**config.mk**
```make
export PLATFORM = sky130hd
export DESIGN_NAME = alu_issue_queue
export DESIGN_NICKNAME = d
export VERILOG_FILES = /design/src/rtl/alu_issue_queue.sv
export SDC_FILE = /design/constraint.sdc
export NUM_CORES = 2
export LEC_CHECK = 0
export ABC_AREA = 1
export ABC_CLOCK_PERIOD_IN_PS = 2200
export BUFFER_PORTS_ARGS = -buffer_cell sky130_fd_sc_hd__buf_2
export CAP_MARGIN = 10
export CORE_AREA = 2 2 346 348
export DETAILED_ROUTE_END_ITERATION = 12
export DIE_AREA = 0 0 348 350
export GPL_ROUTABILITY_DRIVEN = 0
export HOLD_SLACK_MARGIN = 0.02
export PLACE_DENSITY = 0.49
export REMOVE_ABC_BUFFERS = 1
export SKIP_CTS_REPAIR_TIMING = 1
export SYNTH_ARGS = -nofsm -noshare
export SYNTH_HDL_FRONTEND = slang
export SYNTH_SLANG_ARGS = --single-unit
```
**constraint.sdc**
```tcl
create_clock -name Clk -period 2.2 [get_ports Clk]
set_input_delay 0 -clock Clk [delete_from_list [all_inputs] [get_ports Clk]]
set_output_delay 0 -clock Clk [all_outputs]
set_load 0.005 [all_outputs]
```
**src/rtl/alu_issue_queue.sv**
```systemverilog
// In-order ALU issue queue: buffers dispatched micro-ops, wakes sources from the result bus and issues the head through a registered stage.
// Optional: define ALU_IQ_BYPASS_EN so that a head woken this cycle issues in the same cycle, using the result-bus data.
module alu_issue_queue #(
  parameter int DEPTH   = 4,
  parameter int DATA_W  = 32,
  parameter int MICOP_W = 8,
  parameter int REG_W   = 5,
  parameter int CNT_W   = 2
) (
  input  logic                       Clk,
  input  logic                       Rest,
  input  logic                       Flush,
  input  logic                       DispValid,
  output logic                       DispReady,
  input  logic [MICOP_W-1:0]         DispMicOperate,
  input  logic [DATA_W-1:0]          DispSrc1Data,
  input  logic [REG_W-1:0]           DispSrc1Tag,
  input  logic [CNT_W-1:0]           DispSrc1Cnt,
  input  logic [DATA_W-1:0]          DispSrc2Data,
  input  logic [REG_W-1:0]           DispSrc2Tag,
  input  logic [CNT_W-1:0]           DispSrc2Cnt,
  input  logic [REG_W-1:0]           DispDestAddr,
  input  logic                       DispIsQInst,
  input  logic                       WbValid,
  input  logic [REG_W-1:0]           WbAddr,
  input  logic [DATA_W-1:0]          WbData,
  output logic                       IssueValid,
  output logic [MICOP_W-1:0]         IssueMicOperate,
  output logic [DATA_W-1:0]          IssueReg1,
  output logic [DATA_W-1:0]          IssueReg2,
  output logic [REG_W-1:0]           IssueDestAddr,
  output logic                       IssueIsQInst,
  output logic [$clog2(DEPTH):0]     Count
);

  localparam int PTR_W = $clog2(DEPTH);
  localparam int CW    = PTR_W + 1;
  localparam logic [CW-1:0] FULL_CNT = CW'(DEPTH);

  logic [DEPTH-1:0]   ent_valid;
  logic [MICOP_W-1:0] ent_micop  [DEPTH];
  logic [DATA_W-1:0]  ent_s1data [DEPTH];
  logic [REG_W-1:0]   ent_s1tag  [DEPTH];
  logic [CNT_W-1:0]   ent_s1cnt  [DEPTH];
  logic [DATA_W-1:0]  ent_s2data [DEPTH];
  logic [REG_W-1:0]   ent_s2tag  [DEPTH];
  logic [CNT_W-1:0]   ent_s2cnt  [DEPTH];
  logic [REG_W-1:0]   ent_dest   [DEPTH];
  logic               ent_isq    [DEPTH];

  logic [DATA_W-1:0]  wk_s1data [DEPTH];
  logic [CNT_W-1:0]   wk_s1cnt  [DEPTH];
  logic [DATA_W-1:0]  wk_s2data [DEPTH];
  logic [CNT_W-1:0]   wk_s2cnt  [DEPTH];

  logic [DATA_W-1:0]  in_s1data, in_s2data;
  logic [CNT_W-1:0]   in_s1cnt, in_s2cnt;

  logic [PTR_W-1:0]   head, tail;
  logic               wb_fire, push, pop, head_ready;

  // Register r0 is always ready with value zero; otherwise a matching broadcast
  // decrements the producer count and the final producer supplies the data.
  function automatic logic [CNT_W+DATA_W-1:0] wake_src(
    input logic [REG_W-1:0]  tag,
    input logic [CNT_W-1:0]  cnt,
    input logic [DATA_W-1:0] data,
    input logic              fire,
    input logic [REG_W-1:0]  addr,
    input logic [DATA_W-1:0] wdata
  );
    logic [CNT_W-1:0]  c;
    logic [DATA_W-1:0] d;
    c = cnt;
    d = data;
    if (tag == '0) begin
      c = '0;
      d = '0;
    end else if (fire && (tag == addr) && (cnt != '0)) begin
      c = cnt - CNT_W'(1);
      if (cnt == CNT_W'(1)) d = wdata;
    end
    return {c, d};
  endfunction

  assign wb_fire   = WbValid && (WbAddr != '0);
  assign DispReady = (Count < FULL_CNT) && !Flush;
  assign push      = DispValid && DispReady;

  always_comb begin
    for (int i = 0; i < DEPTH; i++) begin
      {wk_s1cnt[i], wk_s1data[i]} = wake_src(ent_s1tag[i], ent_s1cnt[i], ent_s1data[i], wb_fire, WbAddr, WbData);
      {wk_s2cnt[i], wk_s2data[i]} = wake_src(ent_s2tag[i], ent_s2cnt[i], ent_s2data[i], wb_fire, WbAddr, WbData);
    end
    {in_s1cnt, in_s1data} = wake_src(DispSrc1Tag, DispSrc1Cnt, DispSrc1Data, wb_fire, WbAddr, WbData);
    {in_s2cnt, in_s2data} = wake_src(DispSrc2Tag, DispSrc2Cnt, DispSrc2Data, wb_fire, WbAddr, WbData);
  end

`ifdef ALU_IQ_BYPASS_EN
  assign head_ready = (wk_s1cnt[head] == '0) && (wk_s2cnt[head] == '0);
`else
  assign head_ready = (ent_s1cnt[head] == '0) && (ent_s2cnt[head] == '0);
`endif

  assign pop = ent_valid[head] && head_ready && !Flush;

  // Woken data is used for issue in both builds; without bypass a ready head has
  // no pending sources, so the woken view equals the stored one.
  always_ff @(posedge Clk or negedge Rest) begin
    if (!Rest) begin
      ent_valid       <= '0;
      head            <= '0;
      tail            <= '0;
      Count           <= '0;
      IssueValid      <= 1'b0;
      IssueMicOperate <= '0;
      IssueReg1       <= '0;
      IssueReg2       <= '0;
      IssueDestAddr   <= '0;
      IssueIsQInst    <= 1'b0;
      for (int i = 0; i < DEPTH; i++) begin
        ent_micop[i]  <= '0;
        ent_s1data[i] <= '0;
        ent_s1tag[i]  <= '0;
        ent_s1cnt[i]  <= '0;
        ent_s2data[i] <= '0;
        ent_s2tag[i]  <= '0;
        ent_s2cnt[i]  <= '0;
        ent_dest[i]   <= '0;
        ent_isq[i]    <= 1'b0;
      end
    end else if (Flush) begin
      ent_valid  <= '0;
      head       <= '0;
      tail       <= '0;
      Count      <= '0;
      IssueValid <= 1'b0;
    end else begin
      for (int i = 0; i < DEPTH; i++) begin
        if (ent_valid[i]) begin
          ent_s1cnt[i]  <= wk_s1cnt[i];
          ent_s1data[i] <= wk_s1data[i];
          ent_s2cnt[i]  <= wk_s2cnt[i];
          ent_s2data[i] <= wk_s2data[i];
        end
      end
      if (push) begin
        ent_valid[tail]  <= 1'b1;
        ent_micop[tail]  <= DispMicOperate;
        ent_s1data[tail] <= in_s1data;
        ent_s1tag[tail]  <= DispSrc1Tag;
        ent_s1cnt[tail]  <= in_s1cnt;
        ent_s2data[tail] <= in_s2data;
        ent_s2tag[tail]  <= DispSrc2Tag;
        ent_s2cnt[tail]  <= in_s2cnt;
        ent_dest[tail]   <= DispDestAddr;
        ent_isq[tail]    <= DispIsQInst;
        tail             <= tail + PTR_W'(1);
      end
      if (pop) begin
        ent_valid[head] <= 1'b0;
        head            <= head + PTR_W'(1);
        IssueMicOperate <= ent_micop[head];
        IssueReg1       <= wk_s1data[head];
        IssueReg2       <= wk_s2data[head];
        IssueDestAddr   <= ent_dest[head];
        IssueIsQInst    <= ent_isq[head];
      end
      IssueValid <= pop;
      if (push && !pop)      Count <= Count + CW'(1);
      else if (pop && !push) Count <= Count - CW'(1);
    end
  end

endmodule

```
==> reports/metrics.yaml <==
drt:
  vias_per_cell: 5.30
  top_layer: "met5"
  wl_met3_um: 14400
  route.met2.wl_um: 73600
  postRouteAntennaNets: 0
  drt-pass1-iter-count: 6
  num_vias: 40400
  routedWlPerCell_um: 21.9
  drt_iter0_drc: 3962
  routed_wl_um: 167000
  drc: 0
  wl_met1_um: 73000
placed_design:
  place.detailed.instances: 7363
  io_buffers: 216
  hpwl_um: 99600
sta:
  finalCritPeriodShare: 0.994
  final_hold_viol_count: 24
  relSlewSlack: 0.417
  slew_viol_final: 0
  whs_ps: -96.9
  setup_viol: 0
  min_period_ps: 2190
  rsz0062_at_grt: "yes"
  finClkSkew_ps: 29.7
  worst_pin_slew_ps: 874
  tns_ps: 0
  clock.fmax_ghz: 0.457
die:
  start_util: 0.299
  ios: 217
  die_h_um: 350
  rows: 126
  die_x_um: 348
  core-area_sq_um: 118000
  dieArea_sq_um: 122000
global_route:
  grt_overflow: 0
  track_usage: 0.254
  grt_pass1_vias: 36800
  grt_start_max_net_pins: 99
  antenna_found_initial: 2
  grt_pass1_wl_um: 237000
setup_path:
  end_kind: "flop"
  critPathKind: "reg -> reg"
  required_ps: 2820
  cp.arrival_ps: 2810
  ff2ff_setup_slack_ps: 10
  reg2reg_depth: 17
  worstSetupStartpointType: "flop"
  cp_max_fo: 14
yosys:
  synthXorXnorAreaFrac: 0.00274
  synth-adder-area-share: 0.0105
  ys_types: 39
  ys.flop_type: "dfrtp_1"
  synth-compound-area-share: 0.172
  netlist_area_sq_um: 35200
  synth_top_family_by_area: "simple AND/OR/NAND/NOR gates"
  synth.avg_cell_area_sq_um: 6.06
  ys_async_sr_fraction: 1.00
  yosysSeqAreaShare: 0.326
  synth-seq-cells: 458
  yosys.area_share.simple: 0.366
  synth_mux_area_frac: 0.0211
  yosys_warnings: 0
  synth_edf_count: 0
  syn_inst: 5803
clock_network:
  cts-root-to-sink-buffers: 3
  cts_made_buffers: 61
  htree_levels: 2
  clkSinkCount: 458
  cts-root-buf: "clkbuf_16"
  clk_latency_ps: 700
  cts_tree: "built"
  clk_pin_slew_ps: 60
layout:
  layout_common_cells: "2,295 x nand2_1, 750 x o21ai_0, 463 x nand3_1"
  final_core_utilization: 0.382
  syn_to_final_growth_pct: 27.8
  layout_commonest_cell: "nand2_1"
  n_fill_cell: 12500
  multi_input_area_sq_um: 21200
  nets: 6215
  drive_gt1_frac: 0.162
  instances_no_fill: 7634
  layout.area.seq_sq_um: 11500
power_and_ir_drop:
  ir_drop_v: 0.000702
  leakagePower_uw: 0.0218
  p_per_area_nw_per_um2: 955
  power_uw: 42900
job:
  max-cap-violations: 0
min_path:
  hold_path.class: "in -> reg"
  holdPathStages: 7
outcome:
  violations: "negative hold slack"
  outcome: "complete, but fails checks"
==> sequential cells by signal, summed over array words and instances (netlist names), 20 cells and up <==
| signal | flops |
|---|---|
| ent_micop | 32 |
| ent_dest | 20 |
| IssueReg1 | 32 |
| ent_s2data | 128 |
| ent_s2tag | 20 |
| IssueReg2 | 32 |
| ent_s1data | 128 |
| ent_s1tag | 20 |
==> report_power, final <==
group | switching (uW) | internal (uW) | leakage [uW]
Sequential | 1820 | 10800 | 0.00592
Combinational | 12700 | 7190 | 0.0149
Clock | 4420 | 5940 | 0.000988
Total | 19000 | 24000 | 0.0218
==> final timing paths <==
kind | start | end
max in group asynchronous | Rest | ent_s1data[49]
min reg2reg | IssueMicOperate[4] | IssueMicOperate[4]
max reg2reg | ent_s1cnt[0] | IssueReg1[12]
max | ent_s1cnt[0] | IssueReg1[12]
min in group asynchronous | Rest | IssueValid
min | DispSrc2Data[21] | ent_s2data[53]
==> layer usage <==
layer	global-route usage	vias up
met5	0	-
met4	0.0962	4
met3	0.0382	316
met2	0.399	1876
met1	0.351	19100
li1	-	19100
==> cell families after synthesis <==
group / after synthesis
AO/OA/AOI/OAI: 1190
XOR/XNOR: 11
adder cells (fa/ha/maj): 29
buffers and inverters: 866
flip-flops: 458
multiplexers: 73
AND/OR/NAND/NOR: 3176
==> layout make-up <==
cell class | instances | area share
multi-input combinational | 4479 | 0.471
sequential | 458 | 0.255
timing repair buffer | 645 | 0.151
tap | 1536 | 0.0428
clock buffer | 90 | 0.0409
inverter | 407 | 0.0349
clock inverter | 18 | 0.00331
antenna | 1 | 0.0000557
==> cells in the mapped netlist, types with 5 or more instances <==
master	count	area (sq um)
buf_1	64	240
inv_1	390	1460
dfrtp_1	458	11500
nand2_2	7	43.8
o21ai_1	151	756
clkbuf_1	285	1070
nand3_1	519	2600
inv_2	13	48.8
mux2i_1	64	641
buf_6	15	169
mux2_2	9	101
buf_4	35	263
nor2_4	8	90.1
nor3_1	8	40.0
buf_2	60	300
o22ai_1	14	87.6
ha_1	28	350
a21oi_1	252	1260
nand4_1	12	75.1
nand2_1	2453	9210
nor2_1	119	447
xor2_1	11	96.3
a31oi_1	5	31.3
o21ai_0	758	3790
nand3b_1	27	203
==> per-stage QoR <==
stage / hold slack, ps / setup slack [ps] / area, sq um
after floorplan: -296 / -5240 / 33100
after global placement: 51.6 / -146 / 39700
after detailed placement: 55.2 / -126 / 39700
after CTS: -663 / -155 / 41700
after global routing: 24.0 / -123 / 44900
final: -96.9 / 12.1 / 44900
==> worst max-delay path: stages, from the launching register on <==
cell and delay (ps):
dfrtp_1 430, inv_2 80, ha_4 160, inv_2 40
nand2_2 50, nor2_2 90, nand2_2 70, nor2_4 210
nand3_2 120, buf_12 190, buf_12 160, nand2_1 70
nand2_2 60, nand2_1 60, nand3_1 90, nand2_1 120
nand2_1 50, nand2_1 50
Note: power is estimated with default switching activity, not from simulation.
